<file path="config.mk">
export PLATFORM = sky130hd
export DESIGN_NAME = game_timer_ctrl
export DESIGN_NICKNAME = d
export VERILOG_FILES = /design/src/rtl/game_timer_ctrl.sv
export SDC_FILE = /design/constraint.sdc
export NUM_CORES = 1
export LEC_CHECK = 0
export ABC_AREA = 1
export ABC_CLOCK_PERIOD_IN_PS = 4290
export BUFFER_PORTS_ARGS = -buffer_cell sky130_fd_sc_hd__buf_2
export CAP_MARGIN = 25
export CORE_MARGIN = 1.5
export CORE_UTILIZATION = 48
export DETAILED_ROUTE_END_ITERATION = 10
export PLACE_DENSITY = 0.67
export RECOVER_POWER = 25
export SETUP_SLACK_MARGIN = 0.05
export SYNTH_ARGS = -nofsm -noshare
export SYNTH_HDL_FRONTEND = slang
export SYNTH_SLANG_ARGS = --single-unit
export TNS_END_PERCENT = 5
</file>
<file path="constraint.sdc">
create_clock -name Clk -period 4.29 [get_ports Clk]
set_input_delay 0.6435 -clock Clk [delete_from_list [all_inputs] [get_ports Clk]]
set_output_delay 0.6435 -clock Clk [all_outputs]
set_load 0.01 [all_outputs]
</file>
<file path="src/rtl/game_timer_ctrl.sv">
`default_nettype none
// ============================================================================
// Module   : game_timer_ctrl
// Purpose  : Level-timing sequencer for the BCD stopwatch: run/clear control,
//            lap and best-time capture, HEX display selection.
// Revision : 1.0 - initial release
// ============================================================================
module game_timer_ctrl #(
  parameter logic [15:0] TIME_LIMIT = 16'h3000
) (
  input  logic       Clk,
  input  logic       Reset,
  input  logic       game_start,
  input  logic       pause_btn,
  input  logic       pacman_dead,
  input  logic       level_clear,
  input  logic       show_best,
  input  logic [3:0] sw_hex0,
  input  logic [3:0] sw_hex1,
  input  logic [3:0] sw_hex2,
  input  logic [3:0] sw_hex3,
  output logic       sw_start,
  output logic       sw_reset,
  output logic [3:0] disp_hex0,
  output logic [3:0] disp_hex1,
  output logic [3:0] disp_hex2,
  output logic [3:0] disp_hex3,
  output logic [2:0] state,
  output logic       timeout,
  output logic       best_valid,
  output logic       new_best
);

  localparam logic [2:0] c_IDLE  = 3'd0;
  localparam logic [2:0] c_ARM   = 3'd1;
  localparam logic [2:0] c_RUN   = 3'd2;
  localparam logic [2:0] c_PAUSE = 3'd3;
  localparam logic [2:0] c_CLEAR = 3'd4;
  localparam logic [2:0] c_OVER  = 3'd5;

  logic [2:0]  r_state;
  logic [2:0]  w_state_next;
  logic [15:0] w_live;
  logic        w_limit_hit;
  logic        w_take_best;
  logic        r_timeout;
  logic        r_best_valid;
  logic        r_new_best;
  logic [15:0] r_best;
  logic [15:0] r_lap;
  logic [15:0] w_disp;

  // Packed BCD compares as plain unsigned: digit weights are fixed, digits <= 9.
  assign w_live      = {sw_hex3, sw_hex2, sw_hex1, sw_hex0};
  assign w_limit_hit = (r_state == c_RUN) && !level_clear && !pacman_dead
                       && (w_live == TIME_LIMIT);
  assign w_take_best = (r_state == c_RUN) && level_clear
                       && (!r_best_valid || (w_live < r_best));

  always_ff @(posedge Clk) begin
    if (Reset) r_state <= c_IDLE;
    else       r_state <= w_state_next;
  end

  always_comb begin
    w_state_next = r_state;
    case (r_state)
      c_IDLE:  if (game_start) w_state_next = c_ARM;
      c_ARM:   w_state_next = c_RUN;
      c_RUN: begin
        if (level_clear)      w_state_next = c_CLEAR;
        else if (pacman_dead) w_state_next = c_OVER;
        else if (w_limit_hit) w_state_next = c_OVER;
        else if (pause_btn)   w_state_next = c_PAUSE;
      end
      c_PAUSE: begin
        if (pacman_dead)      w_state_next = c_OVER;
        else if (game_start)  w_state_next = c_ARM;
        else if (pause_btn)   w_state_next = c_RUN;
      end
      c_CLEAR, c_OVER: if (game_start) w_state_next = c_ARM;
      default: w_state_next = c_IDLE;
    endcase
  end

  always_comb begin
    sw_start = (r_state == c_RUN);
    sw_reset = (r_state == c_ARM);
  end

  always_ff @(posedge Clk) begin
    if (Reset) begin
      r_timeout    <= 1'b0;
      r_best_valid <= 1'b0;
      r_new_best   <= 1'b0;
      r_best       <= 16'h0000;
      r_lap        <= 16'h0000;
    end else begin
      r_new_best <= w_take_best;
      if (w_state_next == c_ARM) r_timeout <= 1'b0;
      else if (w_limit_hit)      r_timeout <= 1'b1;
      if ((r_state == c_RUN) && level_clear) r_lap <= w_live;
      if (w_take_best) begin
        r_best       <= w_live;
        r_best_valid <= 1'b1;
      end
    end
  end

  always_comb begin
    if (show_best)             w_disp = r_best_valid ? r_best : 16'h0000;
    else if (r_state == c_CLEAR) w_disp = r_lap;
    else                       w_disp = w_live;
  end

  assign {disp_hex3, disp_hex2, disp_hex1, disp_hex0} = w_disp;
  assign state      = r_state;
  assign timeout    = r_timeout;
  assign best_valid = r_best_valid;
  assign new_best   = r_new_best;

endmodule
`default_nettype wire

</file>
==> flow_metrics.py <==
metrics = {
    "clocking": {
        "hold_buffers": 0,
        "h-tree-depth": 2,
        "cts_resized": 0,
        "cts_buffers": 5,
        "cts_num_sinks": 38,
        "clock_path_buffers": 2,
        "cts_setup_buffers": 0,
        "clk_pin_slew_ns": 0.08,
        "cts_tree": "done",
        "cts_root_buf": "clkbuf_8",
        "insertion_delay_ns": 0.30,
    },
    "routing": {
        "wl_per_cell_microns": 13.59,
        "dr.pass1.iters": 4,
        "routed_wl_microns": 6116,
        "route.detailed.drc": 0,
        "drt_iter0_drc": 188,
        "postRouteAntennaNets": 0,
        "via_count": 2369,
        "vias_per_cell": 5.264,
    },
    "cells_and_area": {
        "area_delta_synth_final_pct": 10.90,
        "layout.nets": 421,
        "drive_gt1_share_pct": 14.36,
        "n_fill_cell": 484,
        "antenna_cells": 0,
    },
    "outcome": {
        "outcome": "complete, no violations",
    },
    "timing": {
        "fmax_ghz": 0.3330,
        "skew_ns": 0.005922,
        "setup_tns_ns": 0,
        "post-route-min-period_ns": 3.003,
        "relSlewSlack_pct": 37.46,
        "drv_slew": 0,
        "tightest_slew_ns": 0.9370,
        "finalSetupViolCount": 0,
        "rsz0062_at_grt": "false",
        "hold_viol": 0,
        "post-route-period-util_pct": 70.01,
    },
    "grt": {
        "use_met3_pct": 4.972,
        "busiest_layer": "met2",
        "grt_pass1_wl_microns": 10290,
        "grt_pass1_vias": 2199,
        "grtUsageMet1_pct": 33.70,
        "grt_usage_pct": 24.82,
        "use_met2_pct": 39.60,
        "antenna_found_initial": 0,
        "grt_max_degree": 40,
        "overflow": 0,
    },
    "worst_setup_path": {
        "arrival_ns": 2.36,
        "regToRegEndpoint": "r_lap[10]",
        "setup.worst_path.end_class": "output port",
        "r2r_slack_ns": 1.42,
        "critical_path_class": "register to output port",
        "crit_end": "disp_hex3[3]",
        "rr_startpoint": "state[1]",
        "ff2ff_path_depth": 7,
        "crit_start": "state[2]",
        "required_ns": 3.65,
        "start_kind": "register",
        "crit_path_max_fanout": 17,
    },
    "synth": {
        "yosys_warnings": 0,
        "ys_ff_latch": 38,
        "seq_area_frac_synth_pct": 32.32,
        "ys_types": 28,
        "syn-num-nets": 386,
        "synth_cells": 348,
        "synth_area_sq_um": 2354,
        "synthArstFlopShare_pct": 0,
        "syn_area_per_cell_sq_um": 6.763,
        "synth_enable_flop_cells": 0,
        "synth_top_flop_cell": "dfxtp_1",
    },
    "min_path": {
        "hold_start": "r_lap[14]",
        "hold_path.class": "register to register",
    },
    "job": {
        "drv_cap": 0,
    },
    "floorplan": {
        "io_pins": 47,
        "core-area_sq_um": 4723,
        "fp.dieArea_sq_um": 5332,
        "die_x_microns": 73.02,
        "die_h_microns": 73.02,
        "initial_core_util_pct": 49.83,
        "rows": 25,
    },
    "power_and_ir_drop": {
        "powerDensity_nw_per_um2": 302.3,
        "peakVddDrop_mv": 0.1710,
        "p_total_uw": 789.0,
        "p_leak_uw": 0.001245,
    },
    "placed_design": {
        "place_hpwl_microns": 4041,
        "portBuffers": 46,
        "place.gp.congestion": 0.8848,
    },
}
cell families after synthesis:
group | after synthesis | synth area share [%]
compound gates | 51 | 14.30
fa+ha+maj | 15 | 7.974
flops | 38 | 32.32
buf+inv | 59 | 11.22
simple gates | 185 | 34.18
synthesized netlist by cell type (2+ instances only):
library cell	count	area (sq um)
a21oi_1	14	70.07
a21oi_2	4	35.03
buf_2	4	20.02
buf_6	3	33.78
clkbuf_1	8	30.03
dfxtp_1	38	760.7
ha_1	15	187.7
inv_1	39	146.4
inv_2	2	7.510
nand2_1	69	259.0
nand2_2	4	25.02
nand3_1	5	25.02
nand4_1	17	106.4
nor2_1	79	296.5
nor3_1	5	25.02
nor3_4	2	32.53
o21ai_0	14	70.07
o32ai_1	16	140.1
flip-flops by register name, indices dropped and copies added (netlist names):
register    count
best_valid      1
new_best        1
r_best         16
r_lap          16
state           3
timeout         1
cell type report:
| type | count | area (sq um) | area share (%) |
|---|---|---|---|
| Multi-Input combinational cell | 251 | 1313 | 50.29 |
| Sequential cell | 38 | 760.7 | 29.15 |
| Timing Repair Buffer | 46 | 220.2 | 8.437 |
| Inverter | 41 | 153.9 | 5.896 |
| Tap cell | 67 | 83.83 | 3.212 |
| Clock buffer | 5 | 68.82 | 2.637 |
| Clock inverter | 2 | 10.01 | 0.3835 |
report_power, final:
group	switching [uW]	total [uW]	internal, uW
clock	131	240	109
sequential	11.0	380	369
combinational	110	169	59.2
critical path: stages, from the launching register on:
cell and delay, ns:
dfxtp_1 0.37, inv_1 0.12, nor3_4 0.56, inv_1 0.50, nor2_1 0.21, o32ai_1 0.11, buf_2 0.19
per-layer routing:
| layer | wire length (microns) | share of wire, % |
|---|---|---|
| met2 | 2844 | 47 |
| met1 | 2831 | 46 |
| met3 | 361 | 5.9 |
| met5 | 0 | 0 |
| met4 | 78 | 1.3 |
placed cells by master (no fill, tap or decap):
cell / instances
nor2_1: 80
nand2_1: 70
inv_1: 40
dfxtp_1: 38
buf_2: 38
nand4_1: 17
o32ai_1: 16
ha_1: 15
a21oi_1: 14
o21ai_0: 14
clkbuf_1: 8
nor3_1: 6
nand3_1: 5
clkbuf_8: 5
a21oi_2: 4
nand2_2: 3
clkinv_2: 2
nor3_4: 1
clkinv_1: 1
nor2_4: 1
a211oi_1: 1
nand3_2: 1
a31oi_1: 1
nand3b_1: 1
o211ai_1: 1
stage by stage:
stage	std cells	hold slack [ns]	util, %	worst slack (ns)	area, sq um
after floorplan	348	0.4475	-	2.179	2354
after global placement	443	0.4584	54.15	1.597	2557
after detailed placement	443	0.4619	54.15	1.546	2557
after CTS	450	0.4758	55.81	1.208	2636
after global routing	450	0.4951	55.26	1.040	2610
final	450	0.4736	55.26	1.287	2610
how the worst min path moves through the flow:
stage                     slack (ns)  cells after the start   endpoint
after floorplan                 0.45                      2  r_lap[11]
after global placement          0.46                      2  r_lap[10]
after detailed placement        0.46                      2  r_lap[14]
after CTS                       0.48                      2  r_lap[14]
after global routing            0.50                      2  r_lap[10]
final                           0.47                      2  r_lap[14]
No activity file was read; power rests on OpenSTA's default activity.
